File: src/rtl/fifo_wr_arbiter.sv
`default_nettype none
// ============================================================================
// Module   : fifo_wr_arbiter
// Brief    : Round-robin valid/ready arbiter sharing one fifo write port, with
//            burst locking. Define FIFO_ARB_STATS_EN for per-producer beat counters.
// Revision : 1.0
// ============================================================================
module fifo_wr_arbiter #(
  parameter int REQ_N      = 4,
  parameter int DATA_WIDTH = 8,
  parameter int MAX_BURST  = 4,
  parameter int PTR_W      = $clog2(REQ_N)
) (
  input  logic                        clk,
  input  logic                        reset,
  input  logic [REQ_N-1:0]            req_val,
  input  logic [REQ_N-1:0]            req_last,
  input  logic [REQ_N*DATA_WIDTH-1:0] req_data,
  output logic [REQ_N-1:0]            req_rdy,
  input  logic                        fifo_wr_ready,
  output logic                        fifo_wr_en,
  output logic [DATA_WIDTH-1:0]       fifo_wr_data,
  output logic [REQ_N-1:0]            grant,
`ifdef FIFO_ARB_STATS_EN
  input  logic                        stats_clr,
  output logic [REQ_N*16-1:0]         beat_count,
`endif
  output logic                        locked
);

  localparam int CNT_W = $clog2(MAX_BURST) + 1;
  localparam logic [PTR_W-1:0] LAST_IDX = PTR_W'(REQ_N - 1);
  localparam logic [CNT_W-1:0] CNT_END  = CNT_W'(MAX_BURST - 1);

  typedef enum logic [0:0] {
    IDLE = 1'b0,
    LOCK = 1'b1
  } state_t;

  state_t           fsm_q, fsm_d;
  logic [PTR_W-1:0] ptr_q, ptr_d;
  logic [PTR_W-1:0] owner_q, owner_d;
  logic [CNT_W-1:0] beat_cnt_q, beat_cnt_d;
  logic [PTR_W-1:0] w_win;
  logic             w_win_vld;

  function automatic logic [PTR_W-1:0] next_idx(input logic [PTR_W-1:0] idx);
    return (idx == LAST_IDX) ? '0 : idx + PTR_W'(1);
  endfunction

  // Downward scan so the lowest offset from ptr is the last (winning) hit.
  always_comb begin
    logic [PTR_W:0] w_cand;
    w_cand    = '0;
    w_win     = '0;
    w_win_vld = 1'b0;
    if (fsm_q == LOCK) begin
      w_win     = owner_q;
      w_win_vld = req_val[owner_q];
    end else begin
      for (int k = REQ_N - 1; k >= 0; k--) begin
        w_cand = {1'b0, ptr_q} + (PTR_W+1)'(k);
        if (w_cand >= (PTR_W+1)'(REQ_N)) w_cand = w_cand - (PTR_W+1)'(REQ_N);
        if (req_val[w_cand[PTR_W-1:0]]) begin
          w_win     = w_cand[PTR_W-1:0];
          w_win_vld = 1'b1;
        end
      end
    end
    w_win_vld = w_win_vld & reset;
  end

  always_comb begin
    grant        = '0;
    fifo_wr_data = '0;
    grant[w_win] = w_win_vld;
    for (int i = 0; i < REQ_N; i++) begin
      if (grant[i]) fifo_wr_data = req_data[i*DATA_WIDTH +: DATA_WIDTH];
    end
  end

  assign fifo_wr_en = w_win_vld & fifo_wr_ready;
  assign req_rdy    = grant & {REQ_N{fifo_wr_ready}};
  assign locked     = (fsm_q == LOCK);

  always_comb begin
    fsm_d      = fsm_q;
    ptr_d      = ptr_q;
    owner_d    = owner_q;
    beat_cnt_d = beat_cnt_q;
    if (fifo_wr_en) begin
      if (fsm_q == IDLE) begin
        if (req_last[w_win] || MAX_BURST == 1) begin
          ptr_d = next_idx(w_win);
        end else begin
          fsm_d      = LOCK;
          owner_d    = w_win;
          beat_cnt_d = CNT_W'(1);
        end
      end else if (req_last[owner_q] || beat_cnt_q == CNT_END) begin
        fsm_d      = IDLE;
        ptr_d      = next_idx(owner_q);
        beat_cnt_d = '0;
      end else begin
        beat_cnt_d = beat_cnt_q + CNT_W'(1);
      end
    end
  end

  always_ff @(posedge clk or negedge reset) begin
    if (!reset) begin
      fsm_q      <= IDLE;
      ptr_q      <= '0;
      owner_q    <= '0;
      beat_cnt_q <= '0;
    end else begin
      fsm_q      <= fsm_d;
      ptr_q      <= ptr_d;
      owner_q    <= owner_d;
      beat_cnt_q <= beat_cnt_d;
    end
  end

`ifdef FIFO_ARB_STATS_EN
  generate
    for (genvar i = 0; i < REQ_N; i++) begin : g_stats
      logic [15:0] cnt_q, cnt_d;

      // Clear wins over a same-cycle beat; counting saturates.
      always_comb begin
        cnt_d = cnt_q;
        if (stats_clr) begin
          cnt_d = '0;
        end else if (req_val[i] && req_rdy[i] && cnt_q != 16'hFFFF) begin
          cnt_d = cnt_q + 16'd1;
        end
      end

      always_ff @(posedge clk or negedge reset) begin
        if (!reset) cnt_q <= '0;
        else        cnt_q <= cnt_d;
      end

      assign beat_count[i*16 +: 16] = cnt_q;
    end
  endgenerate
`endif

endmodule
`default_nettype wire

File: config.mk
export PLATFORM = sky130hd
export DESIGN_NAME = fifo_wr_arbiter
export DESIGN_NICKNAME = d
export VERILOG_FILES = /design/src/rtl/fifo_wr_arbiter.sv
export SDC_FILE = /design/constraint.sdc
export NUM_CORES = 1
export LEC_CHECK = 0
export ABC_CLOCK_PERIOD_IN_PS = 4750
export BUFFER_PORTS_ARGS = -buffer_cell sky130_fd_sc_hd__buf_2
export CAP_MARGIN = 40
export CORE_UTILIZATION = 49
export CTS_CLUSTER_SIZE = 40
export DETAILED_ROUTE_END_ITERATION = 16
export PLACE_DENSITY = 0.9
export SLEW_MARGIN = 20
export SYNTH_ARGS = -nofsm -noshare
export SYNTH_HDL_FRONTEND = slang
export SYNTH_SLANG_ARGS = --single-unit
File: constraint.sdc
create_clock -name clk -period 4.75 [get_ports clk]
set_input_delay 0.95 -clock clk [delete_from_list [all_inputs] [get_ports clk]]
set_output_delay 0.95 -clock clk [all_outputs]
set_load 0.01 [all_outputs]
==> metrics.md <==
| Metric | Value |
|---|---|
| Status | `finished clean` |
| Final Setup Violations | `0` |
| Nets | `266` |
| Placed Area | `1470 um^2` |
| CP required | `3.80 ns` |
| WL/cell | `13.2 um` |
| Netlist cell types | `44` |
| CTS Buf Count | `3` |
| Root buf cell | `clkbuf_4` |
| Grt total ovfl | `0` |
| Setup crit end kind | `primary output` |
| Sink Count | `8` |
| Setup CP Type | `primary input to primary output` |
| Post-CTS Setup Bufs | `0` |
| Total routed wirelength | `3.20 mm` |
| Remaining DRCs | `0` |
| Clock power frac | `6.9%` |
| Post-synth design cell area | `1150 um^2` |
| Hpwl dp | `2.55 mm` |
| CP Launch Point | `req_val[2]` |
| Worst Hold Endpoint | `beat_cnt_q[2]` |
| Cell internal pwr | `370 uW` |
| Total Power | `776 uW` |
| Sw Share | `52.4%` |
| Drt pass-1 iters | `4` |
| Worst R2R End | `owner_q[1]` |
| Worst R2R Setup Slack | `2.06 ns` |
| Mapped Nets | `207` |
| Critical R2R Launch | `locked` |
| N_diodes | `0` |
| Initial Utilization | `52.0%` |
| Post-Layout Inst Area | `1490 um^2` |
| Leakage | `0.000776 uW` |
| Top fanout value on the critical path | `10` |
| First-pass GRT wire length | `5.24 mm` |
| Crit path time final | `4.34 ns` |
| Vias | `1364` |
| CTS tree | `built` |
| Combinational Power Share | `75.6%` |
| Cts repair resizes | `0` |
| Die Wd | `50.5 um` |
| Worst hold-check path type | `register to register` |
| Bufs on Longest Clock Path | `2` |
| Die Area | `2550 um^2` |
| Hold_buf cts | `0` |
| Buffers on Ports | `60` |
| Clock Pin Slew Worst Setup and Hold Paths | `0.06 ns` |
| Worst setup margin | `0.411 ns` |
| Slew headroom | `64.7%` |
| Num rows | `17` |
| FF+latch count, synth | `8` |
| # IOs | `61` |
| Setup TNS | `0 ns` |
| Synth Flop Type | `dfrtp_1` |
| Sequential power share | `17.5%` |
| Core area | `2210 um^2` |
| Worst slack, placed | `0.430 ns` |
| Tot GR Track Use | `26.6%` |
| Hold path depth | `2` |
| Initial antenna violation count | `0` |
| RSZ-0062 raised after global routing | `false` |
| Least-Margin Pin Slew | `0.526 ns` |
| CP startpoint kind | `primary input` |
| Post-synth EDFFs | `0` |
| VDD IR max | `0.324 mV` |
| Chip height | `50.5 um` |
| Share of layout cells above drive strength 1 | `32.6%` |
| Period utilization | `91.4%` |
| Worst Hold Launch | `beat_cnt_q[2]` |
| Ys async rst share | `100%` |
| Slew Limit Fails | `0` |
| Largest net degree at the start of global routing | `17` |
| Clk_lat worst skew | `0.25 ns` |
| Max H-tree Level | `1` |
| Via density | `5.61` |
| Endpoints failing hold | `0` |
| Reg2reg path depth | `7` |
| Area Growth Syn to Fin | `29.2%` |
| GPL Wtd Cong | `0.947` |
| Antenna viol nets, final | `0` |
| Crit path DAT | `3.39 ns` |
| Synth warn | `0` |
| Fmax | `230 MHz` |
| Proportion of synthesized chip area in sequential cells | `17.4%` |
| Number of global-route vias before repair | `1228` |
| Post-Synthesis Cells | `158` |
| Drt initial violations | `35` |
| Mean Syn Cell Area | `7.29 um^2` |
| Pwr/cell area | `522 nW/um^2` |
| Max Cap Viol | `0` |
| Max Clock Skew | `0.00106 ns` |
| NetSw | `407 uW` |
layer usage:
metal  track usage [%]  wire length [um]  vias up
li1                  -                 -      694
met3              4.55               161        6
met1              33.5              1390      616
met5                 0                 0        -
met4              7.41                22        0
met2              46.2              1620       48
state kept, by name (all words and copies together), names as in the netlist:
register / count
beat_cnt_q: 3
ptr_q: 2
locked: 1
owner_q: 2
kinds of logic after synthesis:
family | synth area share [%]
simple gates | 26.5
flops | 17.4
buf+inv | 6.41
fa+ha+maj | 6.52
mux | 9.02
xor+xnor | 0.761
compound gates | 33.4
power groups by stage:
stage	registers [uW]	logic, uW	clock network, uW
after floorplan	113	453	0
after CTS	134	583	54.1
after detailed placement	135	578	0
after global placement	135	564	0
final	136	587	53.6
after global routing	141	655	60.9
critical path, cell delays in order:
cell and delay, ns:
buf_2 0.15, a21boi_1 0.15, or4_4 0.50, nor2_1 0.18, nor2_1 0.11, inv_1 0.09, ha_1 0.34, inv_1 0.16
and3_1 0.17, a21oi_1 0.10, o21ai_0 0.11, mux2i_1 0.20, nor2_1 0.05, buf_2 0.13
worst max-delay path by stage:
| stage | endpoint | slack (ns) | cells past startpoint |
|---|---|---|---|
| global route | fifo_wr_data[6] | 0.11 | 14 |
| global placement | fifo_wr_data[4] | 0.52 | 14 |
| floorplan | fifo_wr_data[3] | 0.82 | 13 |
| detailed placement | fifo_wr_data[5] | 0.43 | 14 |
| CTS | fifo_wr_data[5] | 0.43 | 14 |
| finish | fifo_wr_data[2] | 0.41 | 14 |
synthesized netlist by cell type, types with 2 or more instances:
cell | number | area share, %
nand3_1 | 2 | 0.87
o211ai_1 | 3 | 2.0
nand2_1 | 10 | 3.3
a21boi_0 | 3 | 2.0
a211oi_1 | 2 | 1.3
o21ai_0 | 15 | 6.5
nand2b_1 | 2 | 1.1
inv_1 | 12 | 3.9
dfrtp_1 | 8 | 17
nor4_1 | 2 | 1.1
o31ai_1 | 2 | 1.3
ha_1 | 6 | 6.5
and2_1 | 3 | 1.6
mux2i_1 | 4 | 3.5
buf_2 | 2 | 0.87
and3b_1 | 2 | 1.5
and3_1 | 5 | 2.7
mux4_1 | 2 | 4.6
o21ai_1 | 2 | 0.87
a221o_1 | 5 | 4.3
a21oi_1 | 10 | 4.3
o21a_1 | 3 | 2.0
clkbuf_1 | 5 | 1.6
nor2_1 | 28 | 9.1
stage by stage:
stage | utilization, % | hold slack, ns | instances
after floorplan | - | 0.462 | 158
after global placement | 66.2 | 0.481 | 240
after detailed placement | 66.2 | 0.489 | 240
after CTS | 67.3 | 0.502 | 243
after global routing | 67.3 | 0.524 | 243
final | 67.3 | 0.503 | 243
cell type report:
| cell class | instances | area (um^2) |
|---|---|---|
| fillers | 209 | 724 |
| well taps | 28 | 35.0 |
| flip-flops and latches | 8 | 200 |
| inverters | 12 | 45.0 |
| repair buffers | 61 | 308 |
| clock buffers | 3 | 22.5 |
| multi-input cells | 131 | 877 |
cell usage in the layout, fill, tap and decap left out, drive strengths merged:
cell type,n
o2111a,1
o31a,1
or3,1
xor2,1
a221oi,1
a211oi,3
o21ai,17
ha,6
mux2,1
nand2,10
dfrtp,8
and3b,2
a2bb2oi,1
nor3,2
nor2b,1
mux2i,4
o31ai,2
a221o,5
a31oi,1
nor3b,1
mux4,2
a21boi,4
nor4,2
or4,1
nand2b,2
a22oi,2
buf,61
o211ai,3
inv,12
o221ai,1
clkbuf,3
and3,5
a21oi,10
nand3b,1
o21a,3
and2,3
nor2,28
nand3,2
or2,1
Note: power is estimated with default switching activity, not from simulation.
